### src/rtl/ps2_pkg.sv
// Shared constants and types for the PS/2 Set-2 scan-code sequencer.
package ps2_pkg;

    // Prefix and status bytes
    localparam logic [7:0] SC_E0 = 8'hE0;
    localparam logic [7:0] SC_F0 = 8'hF0;
    localparam logic [7:0] SC_FA = 8'hFA;
    localparam logic [7:0] SC_AA = 8'hAA;

    // Note key scan codes, notes 1..8
    localparam logic [7:0] SC_NOTE1 = 8'h1C;
    localparam logic [7:0] SC_NOTE2 = 8'h1B;
    localparam logic [7:0] SC_NOTE3 = 8'h23;
    localparam logic [7:0] SC_NOTE4 = 8'h2B;
    localparam logic [7:0] SC_NOTE5 = 8'h34;
    localparam logic [7:0] SC_NOTE6 = 8'h33;
    localparam logic [7:0] SC_NOTE7 = 8'h3B;
    localparam logic [7:0] SC_NOTE8 = 8'h42;

    typedef enum logic [1:0] {
        ST_IDLE,
        ST_EXT,
        ST_BRK,
        ST_EXT_BRK
    } ps2_state_t;

    // Lowest held note (1..8), or 0 when nothing is held
    function automatic logic [3:0] lowest_note(input logic [7:0] h);
        logic [3:0] r;
        r = 4'd0;
        for (int i = 7; i >= 0; i--) begin
            if (h[i]) r = 4'(i + 1);
        end
        return r;
    endfunction

endpackage

### src/rtl/ps2_keymap.sv
// Scan code to note index lookup; extended codes never map to a note.
module ps2_keymap
    import ps2_pkg::*;
(
    input  logic [7:0] code,
    input  logic       ext,
    output logic [3:0] note
);

    // Pure lookup, 0 means unmapped
    always_comb begin
        note = 4'd0;
        if (!ext) begin
            case (code)
                SC_NOTE1: note = 4'd1;
                SC_NOTE2: note = 4'd2;
                SC_NOTE3: note = 4'd3;
                SC_NOTE4: note = 4'd4;
                SC_NOTE5: note = 4'd5;
                SC_NOTE6: note = 4'd6;
                SC_NOTE7: note = 4'd7;
                SC_NOTE8: note = 4'd8;
                default:  note = 4'd0;
            endcase
        end
    end

endmodule

### src/rtl/ps2_key_ctrl.sv
// PS/2 Set-2 prefix sequencer: make/break events, held-note bitmap,
// active note selection and inter-byte timeout.
module ps2_key_ctrl
    import ps2_pkg::*;
#(
    parameter int TIMEOUT_CYC = 500000
) (
    input  logic       clk,
    input  logic       rst,
    input  logic [7:0] byte_data,
    input  logic       byte_valid,
    input  logic       parity_ok,
    output logic [7:0] key_code,
    output logic       key_ext,
    output logic       key_make,
    output logic       key_break,
    output logic [7:0] held,
    output logic [3:0] note_idx,
    output logic       note_on,
    output logic       err
);

    localparam int CW = (TIMEOUT_CYC > 1) ? $clog2(TIMEOUT_CYC) : 1;
    localparam logic [CW-1:0] CNT_LAST = CW'(TIMEOUT_CYC - 1);

    ps2_state_t    state, nxt_state;
    logic [CW-1:0] cnt;
    logic          is_make, is_break, ev_ext;
    logic [3:0]    note;
    logic [2:0]    note_bit;
    logic [7:0]    held_nxt;
    logic [3:0]    idx_nxt;

    ps2_keymap u_keymap (
        .code (byte_data),
        .ext  (ev_ext),
        .note (note)
    );

    assign note_bit = 3'(note - 4'd1);

    // Decode the good byte against the current prefix state
    always_comb begin
        nxt_state = state;
        is_make   = 1'b0;
        is_break  = 1'b0;
        ev_ext    = (state == ST_EXT) || (state == ST_EXT_BRK);
        if (byte_valid && parity_ok) begin
            case (state)
                ST_IDLE: begin
                    if (byte_data == SC_E0)      nxt_state = ST_EXT;
                    else if (byte_data == SC_F0) nxt_state = ST_BRK;
                    else if (byte_data != SC_FA && byte_data != SC_AA) is_make = 1'b1;
                end
                ST_EXT: begin
                    if (byte_data == SC_F0) nxt_state = ST_EXT_BRK;
                    else begin
                        is_make   = 1'b1;
                        nxt_state = ST_IDLE;
                    end
                end
                default: begin
                    is_break  = 1'b1;
                    nxt_state = ST_IDLE;
                end
            endcase
        end
    end

    // Held bitmap and active-note update for the decoded event
    always_comb begin
        held_nxt = held;
        idx_nxt  = note_idx;
        if (note != 4'd0) begin
            if (is_make) begin
                held_nxt[note_bit] = 1'b1;
                // a typematic repeat keeps the current note
                if (!held[note_bit]) idx_nxt = note;
            end else if (is_break) begin
                held_nxt[note_bit] = 1'b0;
                if (note == note_idx) idx_nxt = lowest_note(held_nxt);
            end
        end
    end

    // FSM, timeout counter and registered outputs
    always_ff @(posedge clk or negedge rst) begin
        if (!rst) begin
            state     <= ST_IDLE;
            cnt       <= '0;
            key_code  <= 8'h00;
            key_ext   <= 1'b0;
            key_make  <= 1'b0;
            key_break <= 1'b0;
            held      <= 8'h00;
            note_idx  <= 4'd0;
            note_on   <= 1'b0;
            err       <= 1'b0;
        end else begin
            key_make  <= 1'b0;
            key_break <= 1'b0;
            err       <= 1'b0;
            held      <= held_nxt;
            note_idx  <= idx_nxt;
            note_on   <= |held_nxt;
            if (byte_valid) begin
                // a byte always wins over a coincident timeout
                cnt <= '0;
                if (!parity_ok) begin
                    err   <= 1'b1;
                    state <= ST_IDLE;
                end else begin
                    state <= nxt_state;
                    if (is_make || is_break) begin
                        key_make  <= is_make;
                        key_break <= is_break;
                        key_code  <= byte_data;
                        key_ext   <= ev_ext;
                    end
                end
            end else if (state != ST_IDLE) begin
                if (cnt == CNT_LAST) begin
                    err   <= 1'b1;
                    state <= ST_IDLE;
                    cnt   <= '0;
                end else if (cnt != '1) begin
                    cnt <= cnt + 1'b1;
                end
            end else begin
                cnt <= '0;
            end
        end
    end

endmodule

### config.mk
export PLATFORM = sky130hd
export DESIGN_NAME = ps2_key_ctrl
export DESIGN_NICKNAME = d
export VERILOG_FILES = /design/src/rtl/ps2_pkg.sv /design/src/rtl/ps2_keymap.sv /design/src/rtl/ps2_key_ctrl.sv
export SDC_FILE = /design/constraint.sdc
export NUM_CORES = 1
export LEC_CHECK = 0
export ABC_AREA = 1
export CAP_MARGIN = 20
export CORE_UTILIZATION = 56
export CTS_CLUSTER_SIZE = 10
export DETAILED_ROUTE_END_ITERATION = 6
export GPL_TIMING_DRIVEN = 0
export PLACE_DENSITY = 0.81
export SLEW_MARGIN = 10
export SYNTH_ARGS = -nofsm -noshare
export SYNTH_HDL_FRONTEND = slang
export SYNTH_SLANG_ARGS = --single-unit
### constraint.sdc
create_clock -name clk -period 2.7 [get_ports clk]
set_clock_uncertainty 0.05 [all_clocks]
set_input_delay 0.54 -clock clk [delete_from_list [all_inputs] [get_ports clk]]
set_output_delay 0.54 -clock clk [all_outputs]
set_load 0.1 [all_outputs]
==> flow_metrics.tcl <==
set metrics [dict create \
    status "finished clean" \
    antenna_found_initial 0 \
    syn-cell-area_sq_um 3050 \
    antenna_left 0 \
    fmaxAchievable_mhz 403 \
    cp_top_family "buffers and inverters" \
    rr_endpoint "cnt[6]$_DFFE_PN0P_" \
    max-vdd-ir-drop_mv 0.358 \
    portBuffers 36 \
    post-synth-top-area-fraction 0.377 \
    gp_congestion 0.885 \
    maxSlewHeadroom 0.349 \
    cts_root_buf "clkbuf_8" \
    cap_violations 0 \
    power.total_w 0.00190 \
    first_iter_violations 177 \
    cts_tree "built" \
    overflow 0 \
    num-fill-cells 441 \
    regToRegSetupSlack_ps 340 \
    max_slew.worst_pin.slew_ps 974 \
    setup_viol 0 \
    synthAdderAreaFrac 0.00410 \
    synth-edff-count 0 \
    synth_warnings 0 \
    cp_data_required_time_ps 2110 \
    p_leak_nw 1.76 \
    cp-endpoint "held[4]" \
    syn_inst 445 \
    slew_violations 0 \
    first_pass_iters 5 \
    synth.most_common_cell "nand2_1" \
    grt_util_all_layers 0.259 \
    grt_max_degree 35 \
    post_cts.repair.setup_buffers 0 \
    crit_chain "clkdlybuf4s50_1" \
    start_util 0.590 \
    vias 2926 \
    first_global_vias 2710 \
    path_clk_slew_ps 90 \
    synth_compound_area_frac 0.0807 \
    vias_per_cell 5.23 \
    critPathMaxFanout 4 \
    dieHeight_microns 75.9 \
    synth_top_family_by_area "simple AND/OR/NAND/NOR gates" \
    row_count 26 \
    core_sq_um 5170 \
    drc 0 \
    critPathCaptureType "output port" \
    drive_gt1_frac 0.117 \
    yosys.area_share.simple 0.443 \
    startpoint_type "register" \
    antenna_cells 0 \
    yosys.area_share.xor_xnor 0.00860 \
    setup.worst_path.start "held[4]$_DFF_PN0_" \
    clk_latency_ps 310 \
    wl_per_cell_microns 12.2 \
    ys_seq_area_frac 0.377 \
    syn_avg_cell_area_sq_um 6.86 \
    finalCritPeriodShare 0.918 \
    postCtsResizedCells 0 \
    hold_violations 0 \
    ys_seq_elements 46 \
    hold_class "in2async" \
    powerDensity_nw_per_um2 527 \
    rsz0062_at_grt "no" \
    drt_wl_total_mm 6.81 \
    arrival_ps 1890 \
    final_area_sq_um 3600 \
    numCtsBuffers 5 \
    postCtsHoldBufs 0 \
    nets 502 \
    ys_top_cells_by_area "dfrtp_1, nand2_1, nor2_1" \
    crit_type "reg2out" \
    syn-num-nets 458 \
    critPathSlowestCell "clkdlybuf4s50_1" \
    dp_hpwl_mm 5.33 \
    clockBufferDepth 2 \
    yosysUniqueCellTypes 37 \
    cp.buffers_inverters 1 \
    synth_commonest_cells "nand2_1, nor2_1, inv_1" \
    async_reset_ff_frac 1.00 \
    min_period_ps 2480 \
    die_area_sq_um 5750 \
    place_area_sq_um 3520 \
    synthMuxAreaShare 0 \
    fp.dieW_microns 75.9 \
    r2r_cells 11 \
    ios 37 \
    cp_slowest_stage_delay_ps 1160 \
    cts.htree.levels 2 \
    path_depth 1 \
    synth_largest_area_cell "dfrtp_1" \
    reg2reg_from "cnt[0]$_DFFE_PN0P_" \
    cts_sinks 46 \
    area_delta_synth_final_pct 17.9 \
    synth_flop_cell "dfrtp_1" \
    grt_pass1_wl_mm 11.3 \
]
worst min path at each step:
stage / startpoint / to
global route: rst / key_break$_DFF_PN0_
global placement: cnt[18]$_DFFE_PN0P_ / cnt[18]$_DFFE_PN0P_
floorplan: rst / cnt[0]$_DFFE_PN0P_
CTS: rst / key_break$_DFF_PN0_
detailed placement: rst / key_code[1]$_DFFE_PN0P_
finish: rst / key_break$_DFF_PN0_
registers in the layout (all words and copies together), names as in the netlist:
| register | cells |
|---|---|
| cnt | 19 |
| held | 8 |
| key_code | 8 |
| note_idx | 4 |
| state | 2 |
| err | 1 |
| key_break | 1 |
| key_ext | 1 |
| key_make | 1 |
| note_on | 1 |
per-stage QoR:
stage                     setup slack [ps]  TNS, ps   util  cells  hold WS, ps
after detailed placement             -43.1    -43.1  0.680    552          405
after global placement                -202    -9170  0.677    551          433
after floorplan                        706        0      -    445          194
after CTS                              224        0  0.696    559         70.3
after global routing                  44.9        0  0.696    559         89.3
final                                  221        0  0.696    559         55.8
layout make-up:
cell class              count  area [sq um]  share of cell area
plain buffers               3          12.5             0.00347
well taps                  70          87.6              0.0243
clock inverters             2          15.0             0.00417
repair buffers             37           375               0.104
inverters                  67           253              0.0702
multi-input cells         329          1640               0.455
flip-flops and latches     46          1150               0.320
clock buffers               5          68.8              0.0191
layout by cell type (no fill, tap or decap), drive strengths merged, types with 2 or more instances in the layout:
cell           netlist  routed
nand4               13      13
inv                 66      66
clkinvlp             0       2
xor2                 2       2
nor3                 8       8
clkdlybuf4s50        0      35
a31oi                2       2
nand3               35      35
dfrtp               46      46
and3                 3       3
a211oi               2       2
nand2              139     139
nor2                77      77
buf                  1       3
clkbuf               2       7
nand3b               2       2
a21oi               18      18
o21ai               19      19
report_power, final:
part           leakage, nW  total (W)  switching (W)  internal [W]
sequential           0.571   0.000783      0.0000372      0.000745
combinational         1.15   0.000685       0.000518      0.000167
clock               0.0362   0.000431       0.000253      0.000177
total                 1.76    0.00190       0.000809       0.00109
cells by family (layout without fill, tap and decap cells):
| group | after synthesis | after routing |
|---|---|---|
| XOR/XNOR | 3 | 3 |
| adder cells (fa/ha/maj) | 1 | 1 |
| buffers and inverters | 70 | 114 |
| AO/OA/AOI/OAI | 45 | 45 |
| AND/OR/NAND/NOR | 280 | 280 |
| flip-flops | 46 | 46 |
per-layer routing:
layer	track usage	routed length (microns)
met1	0.302	3020
met2	0.471	3430
met3	0.0410	266
met4	0.105	97
met5	0	0
(Power assumes the default switching activity.)
